--- config.mk ---
export PLATFORM = sky130hd
export DESIGN_NAME = digit_scanner_flat
export DESIGN_NICKNAME = d
export VERILOG_FILES = /design/src/rtl/digit_scanner_if.sv /design/src/rtl/digit_scanner.sv /design/src/flat_wrapper.sv
export SDC_FILE = /design/constraint.sdc
export NUM_CORES = 1
export LEC_CHECK = 0
export ABC_AREA = 1
export BUFFER_PORTS_ARGS = -buffer_cell sky130_fd_sc_hd__buf_2
export CORE_ASPECT_RATIO = 1.5
export CORE_MARGIN = 2
export CORE_UTILIZATION = 60
export CTS_CLUSTER_DIAMETER = 50
export DETAILED_ROUTE_END_ITERATION = 10
export PLACE_DENSITY = 0.8
export RECOVER_POWER = 25
export SLEW_MARGIN = 20
export SYNTH_ARGS = -nofsm -noshare
export SYNTH_HDL_FRONTEND = slang
export SYNTH_SLANG_ARGS = --single-unit
--- constraint.sdc ---
create_clock -name clk -period 2.4 [get_ports clk]
set_input_delay 0 -clock clk [delete_from_list [all_inputs] [get_ports clk]]
set_output_delay 0 -clock clk [all_outputs]
set_load 0.05 [all_outputs]
--- src/rtl/digit_scanner_if.sv ---
`default_nettype none
// ============================================================================
// Module   : digit_scanner_if
// Purpose  : Control and display-select bundle between score logic and scanner.
// Revision : 1.0
// ============================================================================
interface digit_scanner_if;
    logic       en;
    logic [3:0] dig_en;
    logic [3:0] blink_en;
    logic [3:0] sel;
    logic [1:0] digit_idx;
    logic [3:0] an;
    logic       digit_tick;

    modport master (
        output en, dig_en, blink_en,
        input  sel, digit_idx, an, digit_tick
    );

    modport slave (
        input  en, dig_en, blink_en,
        output sel, digit_idx, an, digit_tick
    );
endinterface
`default_nettype wire

--- src/rtl/digit_scanner.sv ---
`default_nettype none
// ============================================================================
// Module   : digit_scanner
// Purpose  : 4-digit 7-seg scan: one-hot select, anode dead-time, enable/blink masks.
// Revision : 1.0
// ============================================================================
module digit_scanner #(
    parameter int REFRESH_DIV  = 100000,
    parameter int BLANK_CYCLES = 16,
    parameter int BLINK_BITS   = 25
) (
    input  wire logic        clk,
    input  wire logic        rst,
    digit_scanner_if.slave   scan
);

    typedef enum logic [0:0] {
        ST_BLANK = 1'b0,
        ST_DRIVE = 1'b1
    } state_t;

    localparam int PW = $clog2(REFRESH_DIV);
    localparam int BW = (BLANK_CYCLES > 2) ? $clog2(BLANK_CYCLES) : 1;
    localparam logic [PW-1:0] c_presc_last = PW'(REFRESH_DIV - 1);
    localparam logic [BW-1:0] c_bcnt_last  = BW'((BLANK_CYCLES > 0) ? BLANK_CYCLES - 1 : 0);
    localparam state_t        c_tick_state = (BLANK_CYCLES > 0) ? ST_BLANK : ST_DRIVE;

    logic [PW-1:0]         presc_q, presc_d;
    logic [3:0]            sel_q, sel_d;
    logic [1:0]            idx_q, idx_d;
    state_t                state_q, state_d;
    logic [BW-1:0]         bcnt_q, bcnt_d;
    logic [BLINK_BITS-1:0] blink_q, blink_d;
    logic                  w_tick;
    logic                  w_blink_phase;

    assign w_tick        = scan.en && (presc_q == c_presc_last);
    assign w_blink_phase = blink_q[BLINK_BITS-1];

    always_comb begin
        presc_d = presc_q;
        sel_d   = sel_q;
        idx_d   = idx_q;
        state_d = state_q;
        bcnt_d  = bcnt_q;
        blink_d = blink_q + 1'b1;
        if (w_tick) begin
            presc_d = '0;
            bcnt_d  = '0;
            state_d = c_tick_state;
            // A corrupted select recovers to digit 0 rather than propagating.
            if ($onehot(sel_q)) begin
                sel_d = {sel_q[2:0], sel_q[3]};
                idx_d = idx_q + 2'd1;
            end else begin
                sel_d = 4'b0001;
                idx_d = 2'd0;
            end
        end else if (scan.en) begin
            presc_d = presc_q + 1'b1;
            if (state_q == ST_BLANK) begin
                bcnt_d = bcnt_q + 1'b1;
                if (bcnt_q == c_bcnt_last) begin
                    state_d = ST_DRIVE;
                end
            end
        end
    end

    always_ff @(posedge clk or posedge rst) begin
        if (rst) begin
            presc_q <= '0;
            sel_q   <= 4'b0001;
            idx_q   <= 2'd0;
            state_q <= ST_BLANK;
            bcnt_q  <= '0;
            blink_q <= '0;
        end else begin
            presc_q <= presc_d;
            sel_q   <= sel_d;
            idx_q   <= idx_d;
            state_q <= state_d;
            bcnt_q  <= bcnt_d;
            blink_q <= blink_d;
        end
    end

    // Anodes depend only on registered state and static masks, never on presc.
    assign scan.an = ((state_q == ST_DRIVE) && scan.en)
                   ? ~(sel_q & scan.dig_en & ~({4{w_blink_phase}} & scan.blink_en))
                   : 4'b1111;

    assign scan.sel        = sel_q;
    assign scan.digit_idx  = idx_q;
    assign scan.digit_tick = w_tick;

endmodule
`default_nettype wire
--- src/flat_wrapper.sv ---
// flat-port wrapper written by rule: the top's interface ports become plain ports
module digit_scanner_flat 
#(
    parameter int REFRESH_DIV  = 100000,
    parameter int BLANK_CYCLES = 16,
    parameter int BLINK_BITS   = 25
)
  (clk, rst, scan_en, scan_dig_en, scan_blink_en, scan_sel, scan_digit_idx, scan_an, scan_digit_tick);
  digit_scanner_if scan_i ();
  input  wire logic clk;
  input  wire logic rst;
  input wire logic [$bits(scan_i.en)-1:0] scan_en;
  input wire logic [$bits(scan_i.dig_en)-1:0] scan_dig_en;
  input wire logic [$bits(scan_i.blink_en)-1:0] scan_blink_en;
  output wire logic [$bits(scan_i.sel)-1:0] scan_sel;
  output wire logic [$bits(scan_i.digit_idx)-1:0] scan_digit_idx;
  output wire logic [$bits(scan_i.an)-1:0] scan_an;
  output wire logic [$bits(scan_i.digit_tick)-1:0] scan_digit_tick;
  assign scan_i.en = scan_en;
  assign scan_i.dig_en = scan_dig_en;
  assign scan_i.blink_en = scan_blink_en;
  assign scan_sel = scan_i.sel;
  assign scan_digit_idx = scan_i.digit_idx;
  assign scan_an = scan_i.an;
  assign scan_digit_tick = scan_i.digit_tick;
  digit_scanner #(.REFRESH_DIV(REFRESH_DIV), .BLANK_CYCLES(BLANK_CYCLES), .BLINK_BITS(BLINK_BITS)) u_core (.clk(clk), .rst(rst), .scan(scan_i));
endmodule
==> impl_metrics.toml <==
[status]
status = "finished, final reports clean"

[yosys]
synthAdderAreaFrac_pct = 3.27
yosys.area_share.simple_pct = 34.0
syn-cell-area_um2 = 2910
synth_top_family_by_area = "simple AND/OR/NAND/NOR gates"
synth_top_area_share_pct = 44.7
yosysTopAreaCell = "dfrtp_1"
syn_inst = 361
avgSynthCellArea_um2 = 8.07
synth_compound_gate_area_share_pct = 2.92
yosysWarningCount = 0
synth_cell_types = 31
synthesis.nets = 379
synth_area_leaders = "dfrtp_1 45%, nand2_1 13%, nor2_1 5.9%, inv_1 5.5%, xor2_1 4.5%"
ys_seq_area_share_pct = 45.6
ys_ff_latch = 53
muxShareOfSynthArea_pct = 0
synth_xor_xnor_area_share_pct = 7.52

[global_routing]
grt_usage_pct = 23.6
grt_pass1_vias = 2309
antenna_found_initial = 0
grt_max_degree = 36
grt_pass1_wl_mm = 9.56
grt_overflow = 0

[pwr]
p_sw_share_pct = 25.7
p_total_mw = 1.78
pwr-share-comb_pct = 10.2
p_leak_nw = 1.60
power.density_nw_per_um2 = 555
peakVddDrop_mv = 0.507
sequentialPowerShare_pct = 56.0
p_sw_mw = 0.456
pwr-share-clk_pct = 33.8
p_int_mw = 1.32

[sta]
tightest_slew_ns = 0.842
tns_ns = 0
fin_crit_ns = 2.18
hold_viol_final = 0
min_period_over_period_pct = 90.8
rsz0062_at_grt = "no"
maxSlewViolCount = 0
relSlewSlack_pct = 43.9
skew_ns = 0.0130
finalSetupViolations = 0
fmax_ghz = 0.459

[die]
rows = 31
die_y_um = 89.3
start_util_pct = 61.5
core_um2 = 4730
ios = 22
dieArea_um2 = 5440
chipWidth_um = 60.9

[placement]
place_area_um2 = 3090
dp_hpwl_mm = 4.42
post-place-cells = 447
portBuffers = 21
place.gp.congestion = 0.883

[route]
first_pass_iters = 4
final_antenna_net_count = 0
vias = 2357
wl_per_cell_um = 12.5
drc_errors = 0
via_per_inst = 5.17
drt_iter0_drc = 95
drt_wl_total_mm = 5.69

[layout]
drive_gt1_share_pct = 12.6
stdcell_count = 456
n_antenna_cell = 0
final_nets = 407
final_area_um2 = 3200
post-route-util_pct = 67.7
areaGrowthSynthToFinish_pct = 10.0

[clocking]
cts_max_level = 2
clk-insertion-delay-late_ns = 0.31
clock_path_buffers = 2
clockRootBuffer = "clkbuf_8"
cts_tree = "yes"
clock_sink_count = 53
cts_setup_buffers = 0
path_clk_slew_ns = 0.10
numCtsBuffers = 5

[job]
cap_violations = 0

[worst_setup_path]
worst_path_most_repeated_cell = "ha_1"
reg2reg_depth = 8
rrSetupSlack_ns = 0.22
end_kind = "register"
path_buf_inv = 2
start_kind = "register"
critical_path.top_delay_family = "adder cells"
cpPeakStageDelay_ns = 0.57
critical_path_class = "register to register"
worstSetupPathDepth = 8
slowest_stage = "dfstp_2"
arrival_ns = 2.42
crit_required_ns = 2.64
crit_chain = "ha_1 > ha_1 > fa_1 > nor3b_1 > buf_4 > nand2_1 > o21ai_0 > inv_1"
worstPathMaxFanout = 5

[hold_path]
hold_path.class = "input pin to register"
whs_path_depth = 3
layout make-up:
| type | count | area (um2) |
|---|---|---|
| fillers | 389 | 1530 |
| multi-input cells | 260 | 1390 |
| flip-flops and latches | 53 | 1330 |
| inverters | 45 | 171 |
| repair buffers | 24 | 121 |
| well taps | 66 | 82.6 |
| clock buffers | 6 | 72.6 |
| clock inverters | 2 | 38.8 |
cell usage in the layout, fill, tap and decap left out, drive strengths merged, types with 3 or more instances in the layout:
master	n
o21ai	8
dfrtp	52
nor2	54
a21oi	6
xnor2	10
xor2	15
clkbuf	12
inv	43
nand2	104
ha	6
nand3	22
buf	17
nor3	8
clkinv	3
nand3b	5
nand4	17
worst register-to-register path, stage by stage (launching register included):
cell and delay, ns:
dfstp_2 0.57, ha_1 0.23, ha_1 0.19, fa_1 0.44, nor3b_1 0.26, buf_4 0.18, nand2_1 0.04, o21ai_0 0.15
inv_1 0.05
power by group through the flow:
stage / Sequential [mW] / Combinational [mW] / Clock, mW
after floorplan: 1.00 / 0.144 / 0
after global placement: 1.01 / 0.177 / 0
after detailed placement: 1.01 / 0.181 / 0
after CTS: 0.995 / 0.184 / 0.622
after global routing: 1.00 / 0.208 / 0.656
final: 0.996 / 0.181 / 0.602
metal layers:
layer	routed length (um)	track usage, %	vias to the layer above
met1	2170	24.5	1111
met5	0	0	-
met3	127	3.91	11
met4	128	8.50	0
li1	-	-	1200
met2	3260	45.8	35
cells in the mapped netlist, drive strengths merged:
cell / instances
nand3: 22
dfrtp: 52
a21oi: 6
or2: 1
clkinv: 2
nand2: 104
nor2: 54
inv: 43
dfstp: 1
xnor2: 10
o21bai: 1
nand4: 17
fa: 1
ha: 6
xor2: 15
nor4: 1
nand3b: 5
o21ai: 8
nor3b: 1
nor3: 8
buf: 3
worst paths after layout:
check	start	end
hold / removal	scan_en	u_core.presc_q[1]$_DFFE_PP0P_
hold reg to reg	u_core.blink_q[0]$_DFF_PP0_	u_core.blink_q[0]$_DFF_PP0_
setup / recovery	u_core.scan.sel[0]$_DFFE_PP1N_	u_core.scan.sel[0]$_DFFE_PP1N_
setup reg to reg	u_core.scan.sel[0]$_DFFE_PP1N_	u_core.scan.sel[0]$_DFFE_PP1N_
max in group asynchronous	rst	u_core.blink_q[9]$_DFF_PP0_
min in group asynchronous	rst	u_core.bcnt_q[2]$_DFFE_PP0P_
flip-flops by register name (all words and copies together), names as in the netlist:
name / count
u_core.presc_q: 17
u_core.scan.digit_idx: 2
u_core.blink_q: 25
u_core.bcnt_q: 4
u_core.state_q: 1
u_core.scan.sel: 4
repair_timing:
action | CTS | global route
hold buffers | 1 | 0
endpoints found under the hold margin | 18 | 0
gates resized for setup | 0 | 0
per-stage QoR:
step | hold WS (ns) | worst slack [ns]
floorplan | 0.341 | 0.000956
global route | 0.0981 | 0.0263
global placement | 0.00909 | 0.254
finish | 0.0795 | 0.221
detailed placement | 0.0136 | 0.226
CTS | 0.0690 | 0.196
kinds of logic (layout without fill, tap and decap cells):
| family | count (synthesis) | after routing |
|---|---|---|
| adders and majority gates | 7 | 7 |
| and+or+nand+nor | 213 | 213 |
| AOI/OAI and AO/OA | 15 | 15 |
| DFF | 53 | 53 |
| buffers and inverters | 48 | 77 |
| xor gates and xnor gates | 25 | 25 |
(Power assumes the default switching activity.)
